--- config.mk ---
export PLATFORM = sky130hd
export DESIGN_NAME = lut_demux
export DESIGN_NICKNAME = d
export VERILOG_FILES = /design/src/rtl/lut_demux_pkg.sv /design/src/rtl/lut_demux_match.sv /design/src/rtl/lut_demux.sv
export SDC_FILE = /design/constraint.sdc
export NUM_CORES = 1
export LEC_CHECK = 0
export CORE_AREA = 4 4 66 68
export DETAILED_ROUTE_END_ITERATION = 8
export DIE_AREA = 0 0 70 72
export GPL_ROUTABILITY_DRIVEN = 0
export HOLD_SLACK_MARGIN = 0.1
export PLACE_DENSITY = 0.72
export RECOVER_POWER = 100
export SLEW_MARGIN = 20
export SYNTH_ARGS = -nofsm -noshare
export SYNTH_HDL_FRONTEND = slang
export SYNTH_SLANG_ARGS = --single-unit
--- constraint.sdc ---
create_clock -name i_clk -period 1.9 [get_ports i_clk]
set_clock_uncertainty 0.1 [all_clocks]
set_input_delay 0.19 -clock i_clk [delete_from_list [all_inputs] [get_ports i_clk]]
set_output_delay 0.19 -clock i_clk [all_outputs]
set_load 0.02 [all_outputs]
--- src/rtl/lut_demux_pkg.sv ---
// Purpose     : shared types and constants for the key-lookup demux/mux pair.
// Latency     : n/a (package only).
// Backpressure: n/a (package only).
//
// Contents: channel/key/data widths, routing-table entry struct, identity
// reset table, saturating-increment helper for the drop counter.
package lut_demux_pkg;

    localparam int NR_CH    = 4;
    localparam int KEY_LEN  = 2;
    localparam int DATA_LEN = 2;
    localparam int IDX_W    = 2;   // log2(NR_CH)
    localparam int CNT_W    = 8;   // drop counter width

    // One routing-table entry: an item whose key equals 'key' may be
    // steered to this entry's channel only while 'en' is set.
    typedef struct packed {
        logic [KEY_LEN-1:0] key;
        logic               en;
    } entry_t;

    // Packed so the whole table can be passed through a single port.
    // Element i is the entry for output channel i.
    typedef entry_t [NR_CH-1:0] table_t;

    // Identity map: entry i = {key=i, en=1}. Laid out MSB-first, entry 3 first.
    localparam table_t TABLE_RST = {
        entry_t'({2'd3, 1'b1}),
        entry_t'({2'd2, 1'b1}),
        entry_t'({2'd1, 1'b1}),
        entry_t'({2'd0, 1'b1})
    };

    // Counter increment that sticks at all-ones instead of wrapping.
    function automatic logic [CNT_W-1:0] sat_inc(input logic [CNT_W-1:0] v);
        return (v == {CNT_W{1'b1}}) ? v : v + 1'b1;
    endfunction

endpackage

--- src/rtl/lut_demux_match.sv ---
// Purpose     : compare a key against every table entry, pick the lowest-index hit.
// Latency     : combinational, zero cycles.
// Backpressure: none; pure function of its inputs.
//
// Ports:
//   i_table    full routing table (entry i <-> channel i)
//   i_key      lookup key
//   o_hit_vec  per-entry match (enabled and key equal)
//   o_hit_any  at least one entry matched
//   o_hit_idx  lowest matching index; 0 when nothing matched
module lut_match
    import lut_demux_pkg::*;
(
    input  table_t             i_table,
    input  logic [KEY_LEN-1:0] i_key,
    output logic [NR_CH-1:0]   o_hit_vec,
    output logic               o_hit_any,
    output logic [IDX_W-1:0]   o_hit_idx
);

    always_comb begin
        o_hit_vec = '0;
        for (int i = 0; i < NR_CH; i++) begin
            o_hit_vec[i] = i_table[i].en && (i_table[i].key == i_key);
        end
    end

    assign o_hit_any = |o_hit_vec;

    // Scan from the top down so the last assignment, the lowest index,
    // wins when several entries carry the same key.
    always_comb begin
        o_hit_idx = '0;
        for (int i = NR_CH - 1; i >= 0; i--) begin
            if (o_hit_vec[i]) begin
                o_hit_idx = IDX_W'(i);
            end
        end
    end

endmodule

--- src/rtl/lut_demux.sv ---
// Purpose     : route a keyed item to one of four single-entry output channels via a run-time table.
// Latency     : one cycle from accept to out_valid/out_data; miss pulse one cycle after a drop.
// Backpressure: in_ready low only when the target channel is full and not draining; misses never stall.
//
// Ports:
//   i_clk, i_rst_n                       clock, async active-low reset
//   i_cfg_we/idx/key/en                  table entry write (takes effect at the edge)
//   i_in_valid, o_in_ready               input handshake
//   i_in_key, i_in_data                  input item
//   o_out_valid, i_out_ready             per-channel output handshake
//   o_out_data                           channel i data at [DATA_LEN*i +: DATA_LEN]
//   o_miss, o_miss_cnt                   drop pulse and saturating drop count
module lut_demux
    import lut_demux_pkg::*;
(
    input  logic                      i_clk,
    input  logic                      i_rst_n,
    input  logic                      i_cfg_we,
    input  logic [IDX_W-1:0]          i_cfg_idx,
    input  logic [KEY_LEN-1:0]        i_cfg_key,
    input  logic                      i_cfg_en,
    input  logic                      i_in_valid,
    output logic                      o_in_ready,
    input  logic [KEY_LEN-1:0]        i_in_key,
    input  logic [DATA_LEN-1:0]       i_in_data,
    output logic [NR_CH-1:0]          o_out_valid,
    input  logic [NR_CH-1:0]          i_out_ready,
    output logic [NR_CH*DATA_LEN-1:0] o_out_data,
    output logic                      o_miss,
    output logic [CNT_W-1:0]          o_miss_cnt
);

    table_t                    r_table;
    logic [NR_CH-1:0]          r_out_valid;
    logic [NR_CH*DATA_LEN-1:0] r_out_data;
    logic                      r_miss;
    logic [CNT_W-1:0]          r_miss_cnt;

    logic [NR_CH-1:0]          w_hit_vec;
    logic                      w_hit_any;
    logic [IDX_W-1:0]          w_hit_idx;
    logic                      w_tgt_busy;
    logic                      w_accept;
    logic                      w_drop;
    logic [NR_CH-1:0]          w_load;

    // Lookup always sees the registered table, so a same-cycle config
    // write only affects items from the next cycle on.
    lut_match u_match (
        .i_table   (r_table),
        .i_key     (i_in_key),
        .o_hit_vec (w_hit_vec),
        .o_hit_any (w_hit_any),
        .o_hit_idx (w_hit_idx)
    );

    // Target is blocked only if it holds an item its consumer is not taking
    // this cycle; a draining channel can be refilled with no bubble.
    // in_valid deliberately does not feed in_ready.
    assign w_tgt_busy = r_out_valid[w_hit_idx] && !i_out_ready[w_hit_idx];
    assign o_in_ready = w_hit_any ? !w_tgt_busy : 1'b1;

    assign w_accept = i_in_valid && o_in_ready;
    assign w_drop   = w_accept && !w_hit_any;

    always_comb begin
        w_load = '0;
        for (int i = 0; i < NR_CH; i++) begin
            w_load[i] = w_accept && w_hit_any && (w_hit_idx == IDX_W'(i));
        end
    end

    // Routing table
    always_ff @(posedge i_clk or negedge i_rst_n) begin
        if (!i_rst_n) begin
            r_table <= TABLE_RST;
        end else if (i_cfg_we) begin
            r_table[i_cfg_idx].key <= i_cfg_key;
            r_table[i_cfg_idx].en  <= i_cfg_en;
        end
    end

    // Channel holding registers: a load beats a drain, so a channel that
    // drains and refills in the same cycle stays valid with new data.
    always_ff @(posedge i_clk or negedge i_rst_n) begin
        if (!i_rst_n) begin
            r_out_valid <= '0;
            r_out_data  <= '0;
        end else begin
            for (int i = 0; i < NR_CH; i++) begin
                if (w_load[i]) begin
                    r_out_valid[i]                     <= 1'b1;
                    r_out_data[DATA_LEN*i +: DATA_LEN] <= i_in_data;
                end else if (i_out_ready[i]) begin
                    r_out_valid[i] <= 1'b0;
                end
            end
        end
    end

    // Drop reporting
    always_ff @(posedge i_clk or negedge i_rst_n) begin
        if (!i_rst_n) begin
            r_miss     <= 1'b0;
            r_miss_cnt <= '0;
        end else begin
            r_miss <= w_drop;
            if (w_drop) begin
                r_miss_cnt <= sat_inc(r_miss_cnt);
            end
        end
    end

    assign o_out_valid = r_out_valid;
    assign o_out_data  = r_out_data;
    assign o_miss      = r_miss;
    assign o_miss_cnt  = r_miss_cnt;

endmodule

Word level (Yosys, flattened, before mapping)
Index checks and enable logic that the tools add are counted.

Register bits: 33. Bits of input ports: 17. Output and inout bits: 22. Word-level logic and storage cells: 77.

Add/sub/neg operators: 1. $lt $le $gt $ge: 3. Eq/ne operators: 8. Muxes and demuxes: 23. Bitwise gates (word level): 1. Reductions and logical operators: 23.

Operator list (number): $bwmux W12 (2); $logic_and A1 B1 Y1 (13); $demux W3 S2 (2); $mux W1 (12); $add A8 B1 Y8 const B (1); $eq A2 B2 Y1 (4); $eq A8 B8 Y1 const B (1); $mux W2 (4); $reduce_bool A2 Y1 (4); $lt A2 B3 Y1 const B (2); $bmux W1 S2 (2); $eq A2 B2 Y1 const B (2); $reduce_or A4 Y1 (1); $logic_not A1 Y1 (3); $mux W3 (1); $eq A2 B1 Y1 const B (1); $ge A2 B1 Y1 const B (1); $logic_not A2 Y1 (1); $reduce_and A2 Y1 (1); $not A1 Y1 (1).

Logic depth before layout (Yosys ltp)
Depth in word-level cells: 16. Gate-level depth with buffers: 7. Depth with buffers taken out: 6.

Hierarchy
From an unflattened synthesis, not the netlist that was laid out.

Cell total of the unflattened synthesis: 127. Area, all modules: 1626.6 µm².

By module, submodules not included: lut_demux (times used 1, cells each 106, area each 1455.1 µm², seq. area each 835.8 µm²); lut_match (times used 1, cells each 21, area each 171.4 µm², seq. area each 0.0 µm²).

Worst setup path before layout
No wires, ideal clock.

Kind: register to register. From: reg r_table[8] (netlist bit). To: reg r_out_data[4] (netlist: o_out_data[4]). Setup time: 0.125 ns. Arrival time: 1.591 ns. Required time: 1.675 ns. Slack: 0.084 ns. Stages on the path, launching flop included: 6. Clock period less this slack: 1.816 ns. Cell sequence: dfstp_2 -> xnor2_2 -> nand3_2 -> nand2b_4 -> or3b_4 -> mux2_4.

Longest elaborated chain between the ends: 14. Elaborated cells on any way between the ends: 18. Those cells by class: eq/ne (2); mux (8); reduce/logical (8).

RTL lines: start: declaration (RTL line lut_demux.sv:33) `table_t r_table;`; $eq A2 B2 Y1 (*) (RTL line lut_demux_match.sv:24) `o_hit_vec[i] = i_table[i].en && (i_table[i].key == i_key);`; $logic_and A1 B1 Y1 (*) (RTL line lut_demux_match.sv:24); $mux W2 (3 in series) (RTL line lut_demux_match.sv:35) `if (o_hit_vec[i]) begin`; $bmux W1 S2 (RTL line lut_demux.sv:60) `assign w_tgt_busy = r_out_valid[w_hit_idx] && !i_out_ready[w_hit_idx];`; $mux W1 (not written as such) (RTL line lut_demux.sv:60); $logic_not A1 Y1 (RTL line lut_demux.sv:60); $logic_and A1 B1 Y1 (RTL line lut_demux.sv:60); $logic_not A1 Y1 (RTL line lut_demux.sv:61) `assign o_in_ready = w_hit_any ? !w_tgt_busy : 1'b1;`; $mux W1 (RTL line lut_demux.sv:61); $logic_and A1 B1 Y1 (RTL line lut_demux.sv:63) `assign w_accept = i_in_valid && o_in_ready;`; $logic_and A1 B1 Y1 (RTL line lut_demux.sv:69) `w_load[i] = w_accept && w_hit_any && (w_hit_idx == IDX_W'(i));`; $logic_and A1 B1 Y1 (*) (RTL line lut_demux.sv:69); end signal: indexed assignment (RTL line lut_demux.sv:93) `r_out_data[DATA_LEN*i +: DATA_LEN] <= i_in_data;`; end: declaration (RTL line lut_demux.sv:35) `logic [NR_CH*DATA_LEN-1:0] r_out_data;`.

Mark *: on every way between the ends. The rest lies on a longest branch, timed or not. The select of a mux whose other input is x is not followed. A chain may end at the register's enable or synchronous reset.

Worst setup path after layout
From: reg r_table[8] (netlist bit). To: reg r_out_data[5] (netlist: o_out_data[5]).

Same word-level chain as after synthesis.

==> summary.md <==
| Metric | Value |
|---|---|
| Gr usage total | 0.144 |
| Share of flip-flops with an asynchronous set or reset | 1.00 |
| Synth cell types | 33 |
| # DRC | 0 |
| Total CTS buffers | 5 |
| Leak Pwr | between 0.9 and 1 nW |
| Die width | about 70 um |
| Synth Area per Inst | between 10 and 15 sq um |
| Largest net degree at the start of global routing | 34 |
| Clk_lat worst skew | 290 ps |
| FF+latch count, synth | 33 |
| # placed instances | about 220 |
| Syn Nets | 137 |
| Tightest Hold Check Type | in2async |
| H-tree levels | 2 |
| Finished Layout Cells | about 230 |
| TritonCTS clock tree | done |
| Footprint of the multi-input gates | 771 sq um |
| Worst Slack Setup Final | -59.3 ps |
| FF-to-FF setup slack | -60 ps |
| RSZ-0062 raised after global routing | yes |
| Io pins | 39 |
| Post-route antenna net violation count | 0 |
| Simple-Gate Fraction of Synth Area | 0.170 |
| CTS Hold Buffers Added | 0 |
| Tmin final | 1960 ps |
| CORE AREA | slightly below 4000 sq um |
| Pwr dens | 1230 nW/um^2 |
| CP Data Arrival Time | approximately 2000 ps |
| Synth cell count leaders | dfrtp_1 (25), mux2_2 (21), xnor2_1 (9), dfstp_2 (8) |
| Via Count | roughly 1100 |
| Worst EP required | slightly below 2000 ps |
| Post-route cell area | around 2300 sq um |
| Worst Path Max Fanout | 3 |
| Crit path max-delay family | simple AND/OR/NAND/NOR gates |
| Slew @ Worst Pin | between 700 and 800 ps |
| Post-Synth Adder-Cell Area | 0.00789 |
| Hold Vio Cnt, Final | 0 |
| Number of synthesized flops with an enable pin | 0 |
| # rows | 23 |
| Mux share of post-synthesis cell area | 0.168 |
| Post-CTS setup repair buffer count | 0 |
| Largest cells by area after synthesis | dfrtp_1 (39%), mux2_2 (15%), dfstp_2 (13%) |
| Vias/cell | just under 5 |
| F_max | around 510 MHz |
| Layout cell share with drive strength beyond 1 | 0.402 |
| Syn-to-layout area delta | 42.7% |
| Total power | ~0.0028 W |
| Rel. slew slack | 0.474 |
| Top-area cell type share of the netlist area | 0.395 |
| Sequential fraction of the synthesis area | 0.527 |
| WP buf/inv | 1 |
| Max incr delay on CP | ~560 ps |
| Kind of critical path | reg2reg |
| Port buffer count | 38 |
| Die ar. | approximately 5000 sq um |
| N_diodes | 0 |
| Top-count cell post-synth | dfrtp_1 |
| Root Driver | clkbuf_8 |
| Starting DRC count in detailed routing | between 100 and 150 |
| Die H | 72 um |
| Max clock buf depth | 2 |
| Max VDD drop | about 570 uV |
| Crit share post-route | 1.03 |
| Worst R2R Path Depth | 6 |
| Cell Area, Synth | 1590 sq um |
| Syn Inst Count | 119 |
| Cell Area, Placed | 2130 sq um |
| Slowest cell on crit path | dfstp_2 |
| Synthesis Warnings | 0 |
| Worst-path clk slew | roughly 70 ps |
| # setup viols final | 5 |
| Ys flop type | dfrtp_1 |
| First drt pass iteration count | 4 |
| GRT overflow | 0 |
| Register area | 836 sq um |
| Total length of routed wires | roughly 3300 um |
| Vias in the first global route | ~1200 |
| Synth Area in XOR/XNOR | 0.0813 |
| Drt wl/cell | approximately 14 um |
| Final slew viol count | 0 |
| CTS Sinks | 33 |
| RR Startpoint | r_table[8] |
| CP Capture Type | flop |
| Nets | a little under 200 |
| Initial antenna violation count | 0 |
| Failing checks | negative setup slack |
| Compound-gate portion of the synthesized area | 0.0260 |
| First-pass GRT wire length | 5510 um |
| Max-cap violations | 0 |
| Status | complete, but fails checks |
| Combinational family with the most area after synthesis | simple AND/OR/NAND/NOR gates |
| Starting Density | 0.411 |
| Cells along the critical path | xnor2_2, nand3_2, nand2b_4, buf_6, or3b_4, mux2_4 |
| Fillers | 349 |
| Critical path launch point type | flop |
| Placed wire-length estimate | ~2500 um |
| R2R Path End | o_out_data[5] |
| Synth area leader | dfrtp_1 |
repair_timing:
| item | CTS | global route |
|---|---|---|
| cloned | 0 | 0 |
| gates resized for setup | 15 | 6 |
| pin swaps | 8 | 1 |
| endpoints found under the setup margin | 8 | 10 |
| hold endpoints to repair | 0 | 0 |
stage by stage:
| stage | util | setup TNS [ps] | setup slack [ps] | hold WS, ps |
|---|---|---|---|---|
| finish | 0.587 | -156 | -59.3 | 406 |
| global route | 0.587 | -772 | -114 | 426 |
| global placement | 0.552 | -4560 | -502 | 393 |
| detailed placement | 0.552 | -4970 | -526 | 399 |
| CTS | 0.579 | -180 | -70.3 | 210 |
| floorplan | - | 0 | 84.3 | -206 |
layer usage:
layer	up-vias	GRT usage	routed length (um)	part of all wire
met2	39	0.240	1720	0.52
li1	541	-	-	-
met5	-	0	0	0
met1	535	0.162	1290	0.39
met4	0	0.0787	75	0.023
met3	9	0.0526	221	0.067
cell usage in the layout (no fill, tap or decap), types with 2 or more instances in the layout:
cell / netlist / routed
nand3_2: 3 / 2
dlygate4sd2_1: 0 / 2
xnor2_2: 2 / 3
xnor2_1: 9 / 8
nand2_1: 4 / 4
a21o_1: 2 / 2
and3_1: 2 / 2
clkbuf_8: 0 / 5
nor3b_2: 1 / 2
o21ai_0: 4 / 2
dfstp_2: 8 / 8
mux2_4: 2 / 2
nand2b_1: 3 / 3
nand3b_1: 3 / 3
nand3_1: 3 / 3
clkdlybuf4s50_1: 0 / 20
mux2_2: 21 / 21
nor2_1: 2 / 2
buf_4: 0 / 12
nor2b_1: 2 / 2
clkbuf_1: 0 / 3
dfrtp_1: 25 / 25
buf_6: 2 / 3
nand4_1: 4 / 4
xor2_1: 2 / 2
nor3_2: 1 / 2
dlygate4sd3_1: 0 / 15
logic make-up (layout without fill, tap and decap cells):
logic type,Yosys count,after routing
AND/OR/NAND/NOR,38,38
flip-flops,33,33
XOR/XNOR,13,13
buffers and inverters,4,64
AO/OA/AOI/OAI,7,7
adder cells (fa/ha/maj),1,1
multiplexers,23,23
cell type report:
| cell class | instances | share of cell area |
|---|---|---|
| clock buffers | 7 | 0.0337 |
| multi-input cells | 82 | 0.341 |
| well taps | 50 | 0.0277 |
| flip-flops and latches | 33 | 0.369 |
| repair buffers | 55 | 0.225 |
| clock inverters | 1 | 0.00221 |
| inverters | 1 | 0.00166 |
flip-flops by register name (all words and copies together), names as in the netlist:
signal and cells:
o_out_data 8, o_out_valid 4, o_miss_cnt 8, o_miss 1
r_table 12
how the worst max path moves through the flow:
stage	slack (ps)	end	from	depth (start not counted)
finish	-60	o_out_data[5]	r_table[8]	6
global route	-110	o_miss_cnt[1]	r_table[8]	7
CTS	-70	o_out_data[5]	r_table[8]	6
detailed placement	-530	o_in_ready	i_in_key[1]	8
global placement	-500	o_in_ready	i_in_key[1]	7
floorplan	80	o_out_data[4]	r_table[8]	5
power breakdown:
| part | internal (W) | switching, W |
|---|---|---|
| Combinational | 0.000615 | 0.000528 |
| Clock | 0.000257 | 0.000243 |
| Sequential | 0.000949 | 0.000181 |
Note: power is estimated with default switching activity, not from simulation.
